==> src/rtl/serial_arith_pkg.sv <==
// Shared definitions for the bit-serial arithmetic blocks: FSM encoding and
// the default operand width.
package serial_arith_pkg;

  localparam int DEFAULT_WIDTH = 8;

  typedef enum logic [1:0] {
    IDLE  = 2'b00,
    SHIFT = 2'b01,
    DONE  = 2'b10
  } state_t;

endpackage

==> src/rtl/full_subtractor.sv <==
// One-bit full subtractor: d = x - y - bi, bo set when the bit borrows.
module full_subtractor (
  input  logic x,
  input  logic y,
  input  logic bi,
  output logic d,
  output logic bo
);

  assign d  = x ^ y ^ bi;
  assign bo = (~x & y) | (~(x ^ y) & bi);

endmodule

==> src/rtl/serial_subtractor.sv <==
// Bit-serial subtractor: computes a - b - bin LSB first, one bit per clock,
// and delivers {borrow_out, difference} with a one-cycle done pulse.
//
// Handshake: start is a request with no backpressure; it is accepted on any
// rising edge where the block is in IDLE or DONE (busy=0), ignored while busy=1,
// and done marks result valid for exactly one cycle (result then holds).
module serial_subtractor
  import serial_arith_pkg::*;
#(
  parameter int WIDTH = DEFAULT_WIDTH
) (
  input  logic             clk,
  input  logic             rst,
  input  logic             start,
  input  logic [WIDTH-1:0] a,
  input  logic [WIDTH-1:0] b,
  input  logic             bin,
  output logic             busy,
  output logic             done,
  output logic [WIDTH:0]   result,
  output state_t           dbg_state
);

  localparam int CW = $clog2(WIDTH) + 1;

  state_t           state;
  state_t           state_next;
  logic [WIDTH-1:0] a_sr;
  logic [WIDTH-1:0] b_sr;
  // Only WIDTH-1 difference bits are buffered; the final bit goes straight to result.
  logic [WIDTH-2:0] diff_sr;
  logic             borrow;
  logic [CW-1:0]    cnt;
  logic             accept;
  logic             last_bit;
  logic             d_bit;
  logic             bo_bit;

  full_subtractor u_fs (
    .x  (a_sr[0]),
    .y  (b_sr[0]),
    .bi (borrow),
    .d  (d_bit),
    .bo (bo_bit)
  );

  always_comb begin
    accept     = start && ((state == IDLE) || (state == DONE));
    last_bit   = (state == SHIFT) && (cnt == CW'(WIDTH - 1));
    state_next = state;
    case (state)
      IDLE:    if (accept) state_next = SHIFT;
      SHIFT:   if (last_bit) state_next = DONE;
      DONE:    state_next = accept ? SHIFT : IDLE;
      default: state_next = IDLE;
    endcase
  end

  always_ff @(posedge clk) begin
    if (rst) begin
      state   <= IDLE;
      a_sr    <= '0;
      b_sr    <= '0;
      diff_sr <= '0;
      borrow  <= 1'b0;
      cnt     <= '0;
      result  <= '0;
    end else begin
      state <= state_next;
      if (accept) begin
        a_sr   <= a;
        b_sr   <= b;
        borrow <= bin;
        cnt    <= '0;
      end else if (state == SHIFT) begin
        a_sr    <= a_sr >> 1;
        b_sr    <= b_sr >> 1;
        borrow  <= bo_bit;
        diff_sr <= (WIDTH-1)'({d_bit, diff_sr} >> 1);
        cnt     <= cnt + 1'b1;
        if (last_bit) result <= {bo_bit, d_bit, diff_sr};
      end
    end
  end

  assign busy      = (state == SHIFT);
  assign done      = (state == DONE);
  assign dbg_state = state;

endmodule

==> config.mk <==
export PLATFORM = sky130hd
export DESIGN_NAME = serial_subtractor
export DESIGN_NICKNAME = d
export VERILOG_FILES = /design/src/rtl/serial_arith_pkg.sv /design/src/rtl/full_subtractor.sv /design/src/rtl/serial_subtractor.sv
export SDC_FILE = /design/constraint.sdc
export NUM_CORES = 1
export LEC_CHECK = 0
export ABC_AREA = 1
export ABC_CLOCK_PERIOD_IN_PS = 1450
export CORE_UTILIZATION = 25
export CTS_CLUSTER_DIAMETER = 200
export CTS_CLUSTER_SIZE = 40
export DETAILED_ROUTE_END_ITERATION = 10
export SKIP_CTS_REPAIR_TIMING = 1
export SLEW_MARGIN = 30
export SYNTH_ARGS = -nofsm -noshare
export SYNTH_HDL_FRONTEND = slang
export SYNTH_HIERARCHICAL = 1
export SYNTH_SLANG_ARGS = --single-unit
==> constraint.sdc <==
create_clock -name clk -period 1.45 [get_ports clk]
set_clock_uncertainty 0.1 [all_clocks]
set_input_delay 0.145 -clock clk [delete_from_list [all_inputs] [get_ports clk]]
set_output_delay 0.145 -clock clk [all_outputs]
set_load 0.02 [all_outputs]
Word-level counts from Yosys, hierarchy flattened
Index checks and enable logic that the tools add are counted.
{ "classes": {"n_mux": 10, "bitwise": 8, "div": 0, "n_mul": 0, "n_reduce_logical": 9, "n_eq_ne": 5, "addsub": 1, "shifts": 0, "order_cmp": 0} }
{ "ops": {"columns": ["cell", "n"], "rows": [
  ["$mux 8", 4],
  ["$pmux 2 s3", 1],
  ["$add 4x1->4 const B", 1],
  ["$eq 4x3->1 const B", 1],
  ["$mux 2", 2],
  ["$reduce_and 2->1", 2],
  ["$mux 1", 3],
  ["$not 1->1", 3],
  ["$reduce_and 3->1", 1],
  ["$and 1x1->1", 2],
  ["$eq 2x1->1 const B", 1],
  ["$eq 2x2->1 const B", 1],
  ["$logic_and 1x1->1", 2],
  ["$logic_not 2->1", 1],
  ["$ne 2x1->1 const B", 1],
  ["$ne 2x2->1 const B", 1],
  ["$reduce_bool 2->1", 1],
  ["$reduce_or 2->1", 1],
  ["$xor 1x1->1", 2],
  ["$logic_or 1x1->1", 1],
  ["$or 1x1->1", 1]
]} }
{ "totals": {"rom_bits": 0, "latchBits": 0, "inputBits": 20, "ram_bits": 0, "output_inout_bits": 13, "register_bits": 39, "n_memories": 0, "wordCells": 40} }

Depth between registers and ports, before layout
Gate-level depths: netlist of the first run.
{ "depth": {"depth_word": 6, "mapped_depth": 8, "ltp_nobuf": 7} }

Cells and area by module
The synthesis of the first run kept the hierarchy.
{ "modules_own_cells": {"columns": ["mod", "cells_per_inst", "instances", "seq_area_each_um2", "area_each_um2"], "rows": [
  ["serial_subtractor", 245, 1, 780.7, 1715.4],
  ["full_subtractor", 4, 1, 0.0, 31.3]
]} }

Worst setup path after synthesis of the first run
Ideal clock, no wire load.
{ "synth_timing": {"path_kind": "reg-to-reg", "startpoint": "register state[0] (netlist: dbg_state[0])", "endpoint": "register cnt[2]", "setup_slack_ns": 0.097, "n_path_buf": 2, "t_required_ns": 1.280, "t_arrival_ns": 1.183, "path_stages_with_launch": 7, "setup_time_ns": 0.070, "synth_period_minus_slack_ns": 1.353, "path_cell_list": "dfxtp_1 -> buf_6 -> inv_4 -> nor2_4 -> buf_4 -> nand2_1 -> a21oi_1"} }
{ "synth_between": {"elab_cells_between_ends": 6, "cone_classes": "eq/ne: 2; reduce/logical: 4"} }
{ "synth_rtl": {"columns": ["element", "line_no", "rtl"], "rows": [
  ["start: declaration", "serial_subtractor.sv:26", "state_t state;"],
  ["start signal: assignment", "serial_subtractor.sv:69", "state <= state_next;"],
  ["$eq 2x1->1", null, null],
  ["net busy", "serial_subtractor.sv:18", "output logic busy,"],
  ["end signal: assignment", "serial_subtractor.sv:80", "cnt <= cnt + 1'b1;"],
  ["end: declaration", "serial_subtractor.sv:33", "logic [CW-1:0] cnt;"]
]} }
The timed path passes the listed nets, and every way through them passes these cells.
A chain may end at the register's enable or synchronous reset.

Final worst setup path of the first run
{ "layout_timing": {"startpoint": "register cnt[1]", "endpoint": "register result[0]"} }
{ "layout_between": {"elab_chain_cells": 3} }
{ "layout_lines": {"columns": ["element", "line_no", "rtl"], "rows": [
  ["$eq 4x3->1", "serial_subtractor.sv:49", "last_bit = (state == SHIFT) && (cnt == CW'(WIDTH - 1));"],
  ["$logic_and 1x1->1", "serial_subtractor.sv:49", null],
  ["$reduce_and 3->1 (no source line)", null, null],
  ["end signal: assignment", "serial_subtractor.sv:81", "if (last_bit) result <= {bo_bit, d_bit, diff_sr};"],
  ["end: declaration", "serial_subtractor.sv:20", "output logic [WIDTH:0] result,"]
]} }
No other way between the ends.

==> results of run 1 <==
==> sequential cells by signal, summed over array words and instances, names as in the netlist <==
name,count
cnt,4
a_sr,8
diff_sr,7
borrow,1
dbg_state,2
b_sr,8
result,9
==> metal layers <==
| layer | wire [um] | global-route usage |
|---|---|---|
| met4 | 36 | 0.0364 |
| met3 | 135 | 0.0260 |
| met5 | 0 | 0 |
| met1 | 1970 | 0.153 |
| met2 | 1710 | 0.177 |
==> power breakdown <==
part | switching, uW | internal (uW)
Combinational | 207 | 186
Clock | 360 | 373
Sequential | 36.2 | 1140
==> synth_stat cells (all sizes together) <==
master	instances	share of area
a211oi	1	0.0043
a21oi	16	0.046
buf	8	0.034
clkbuf	3	0.0064
dfxtp	39	0.45
fa	1	0.011
ha	1	0.0072
inv	37	0.081
nand2	52	0.12
nand3	30	0.086
nor2	41	0.098
nor3	1	0.0029
o21ai	19	0.054
==> kinds of logic after synthesis <==
| logic type | count (synthesis) | synth area share |
|---|---|---|
| and+or+nand+nor | 124 | 0.309 |
| buffers and inverters | 48 | 0.121 |
| DFF | 39 | 0.447 |
| AOI/OAI and AO/OA | 36 | 0.105 |
| adders and majority gates | 2 | 0.0186 |
==> layout by cell type (no fill, tap or decap), types with 3 or more instances in the layout <==
cell / instances
a21oi_1: 16
buf_12: 3
buf_4: 16
clkbuf_8: 6
clkdlybuf4s50_1: 19
dfxtp_1: 36
dlymetal6s2s_1: 13
inv_1: 34
nand2_1: 49
nand3_1: 29
nor2_1: 37
o21ai_0: 19
==> worst max-delay path by stage <==
| stage | from | end | slack, ps | cells past startpoint |
|---|---|---|---|---|
| floorplan | dbg_state[0]$_SDFFE_PP0P_ | cnt[2]$_SDFFE_PP0N_ | 100 | 6 |
| global placement | dbg_state[1]$_SDFFE_PP0P_ | done | -10 | 3 |
| detailed placement | start | cnt[0]$_SDFFE_PP0N_ | -50 | 7 |
| CTS | dbg_state[1]$_SDFFE_PP0P_ | done | -330 | 3 |
| global route | dbg_state[0]$_SDFFE_PP0P_ | diff_sr[0]$_SDFFE_PP0P_ | 10 | 5 |
| finish | cnt[1]$_SDFFE_PP0N_ | result[0]$_SDFFE_PP0P_ | 110 | 7 |
==> layout make-up <==
type                       instances  area, um2
clock buffer                       6       82.6
clock inverter                     1       5.00
tap                               80        100
multi-input combinational        162        764
timing repair buffer              51        533
fill                             756       4340
inverter                          37        141
sequential                        39        787
==> metrics by stage <==
stage	worst slack [ps]	instances	hold slack [ps]	TNS (ps)	utilization
global placement	-11.9	369	341	-11.9	0.337
global route	13.3	376	368	0	0.357
CTS	-330	376	354	-1290	0.350
finish	113	376	345	0	0.357
detailed placement	-49.8	369	346	-155	0.337
floorplan	97.2	249	123	0	-
==> critical path, stage by stage (launching register included) <==
cell and delay [ps]:
dfxtp_1 360, ha_2 210, nand3_2 110, nor2_4 170, buf_12 140, nand2_1 50, nand2_1 50, nor2_1 30
==> results.yml, run 1 <==
timing:
  final.period_utilization: 0.922
  clock.fmax_mhz: 748
  rsz0062_at_grt: "no"
  drv_slew: 0
  tightest_slew_ps: 231
  fin_crit_ps: 1340
  setup_viol: 0
  max_slew_margin: 0.846
  timing_hold_violations_final: 0
finish:
  area_delta_synth_final_pct: 38.2
  drive_above_1_share: 0.139
  diodes: 0
  num-nets-final: 318
  finalInstanceArea_mm2: 0.00241
floorplan:
  initial_core_util: 0.259
  ios: 33
  core.rowCount: 30
  fp.dieArea_mm2: 0.00732
  dieHeight_um: 85.6
  die_w_um: 85.6
  coreArea_mm2: 0.00676
worst_setup_path:
  r2r_setup_slack_ps: 110
  r2r_end: "result[0]$_SDFFE_PP0P_"
  required_ps: 1530
  r2r_cells: 7
  path_max_fanout: 13
  path_class: "reg2reg"
  crit_arrival_ps: 1420
  worstSetupStartpointType: "flop"
  worstReg2RegStart: "cnt[1]$_SDFFE_PP0N_"
  worst_setup_path_end_kind: "flop"
synth:
  synth-seq-cells: 39
  syn_area_per_cell_um2: 7.01
  syn_inst: 249
  synth_cell_types: 21
  ys_seq_area_frac: 0.447
  yosysWarnings: 6
  synth_fp_nets: 271
  syn_area_mm2: 0.00175
status:
  status: "finished, final reports clean"
global_routing:
  antenna_found_initial: 0
  grt_pass1_wl_mm: 6.52
  grt_pass1_vias: 1438
  grt_max_degree: 17
  track_usage: 0.112
  gr-total-overflow: 0
clock_network:
  cts_tree: "done"
  cts-buffers-inserted: 5
  clockBufferDepth: 2
  clk_latency_ps: 280
  clkTransAtPathRegs_ps: 70
  cts_root_buf: "clkbuf_8"
  cts.sinks: 39
  cts_htree_levels: 2
routing:
  routed_wl_mm: 3.85
  drt_iter0_drc: 42
  num_vias: 1621
  wl_per_cell_um: 10.2
  ant_nets: 0
  viasPerCell: 4.31
  dr.pass1.iters: 4
  route.detailed.drc: 0
hold_path:
  hp-class: "reg2reg"
  holdCritStartpoint: "cnt[0]$_SDFFE_PP0N_"
  min_to: "cnt[0]$_SDFFE_PP0N_"
  holdPathStages: 1
pwr:
  p_leak_uw: 0.00128
  p_per_area_mw_per_mm2: 952
  power_uw: 2300
  irDropWorstVdd_v: 0.000378
placement:
  dpl.hpwl_mm: 2.82
  placed_cell_area_mm2: 0.00228
  gp_congestion: 0.745
  io_buffers: 32
run:
  cap_violations: 0
Note: power is estimated with default switching activity, not from simulation.
==> run 2, diff against run 1 <==
- CTS_CLUSTER_DIAMETER: 200 -> not set
- SLEW_MARGIN: 30 -> 20
==> results of run 2 <==
No change in the layout: final DEF, timing and power equal those of run 1.
==> run 3, diff against run 2 <==
- HOLD_SLACK_MARGIN: not set -> 0.08
==> results of run 3 <==
No change in the layout: final DEF, timing and power equal those of run 1.
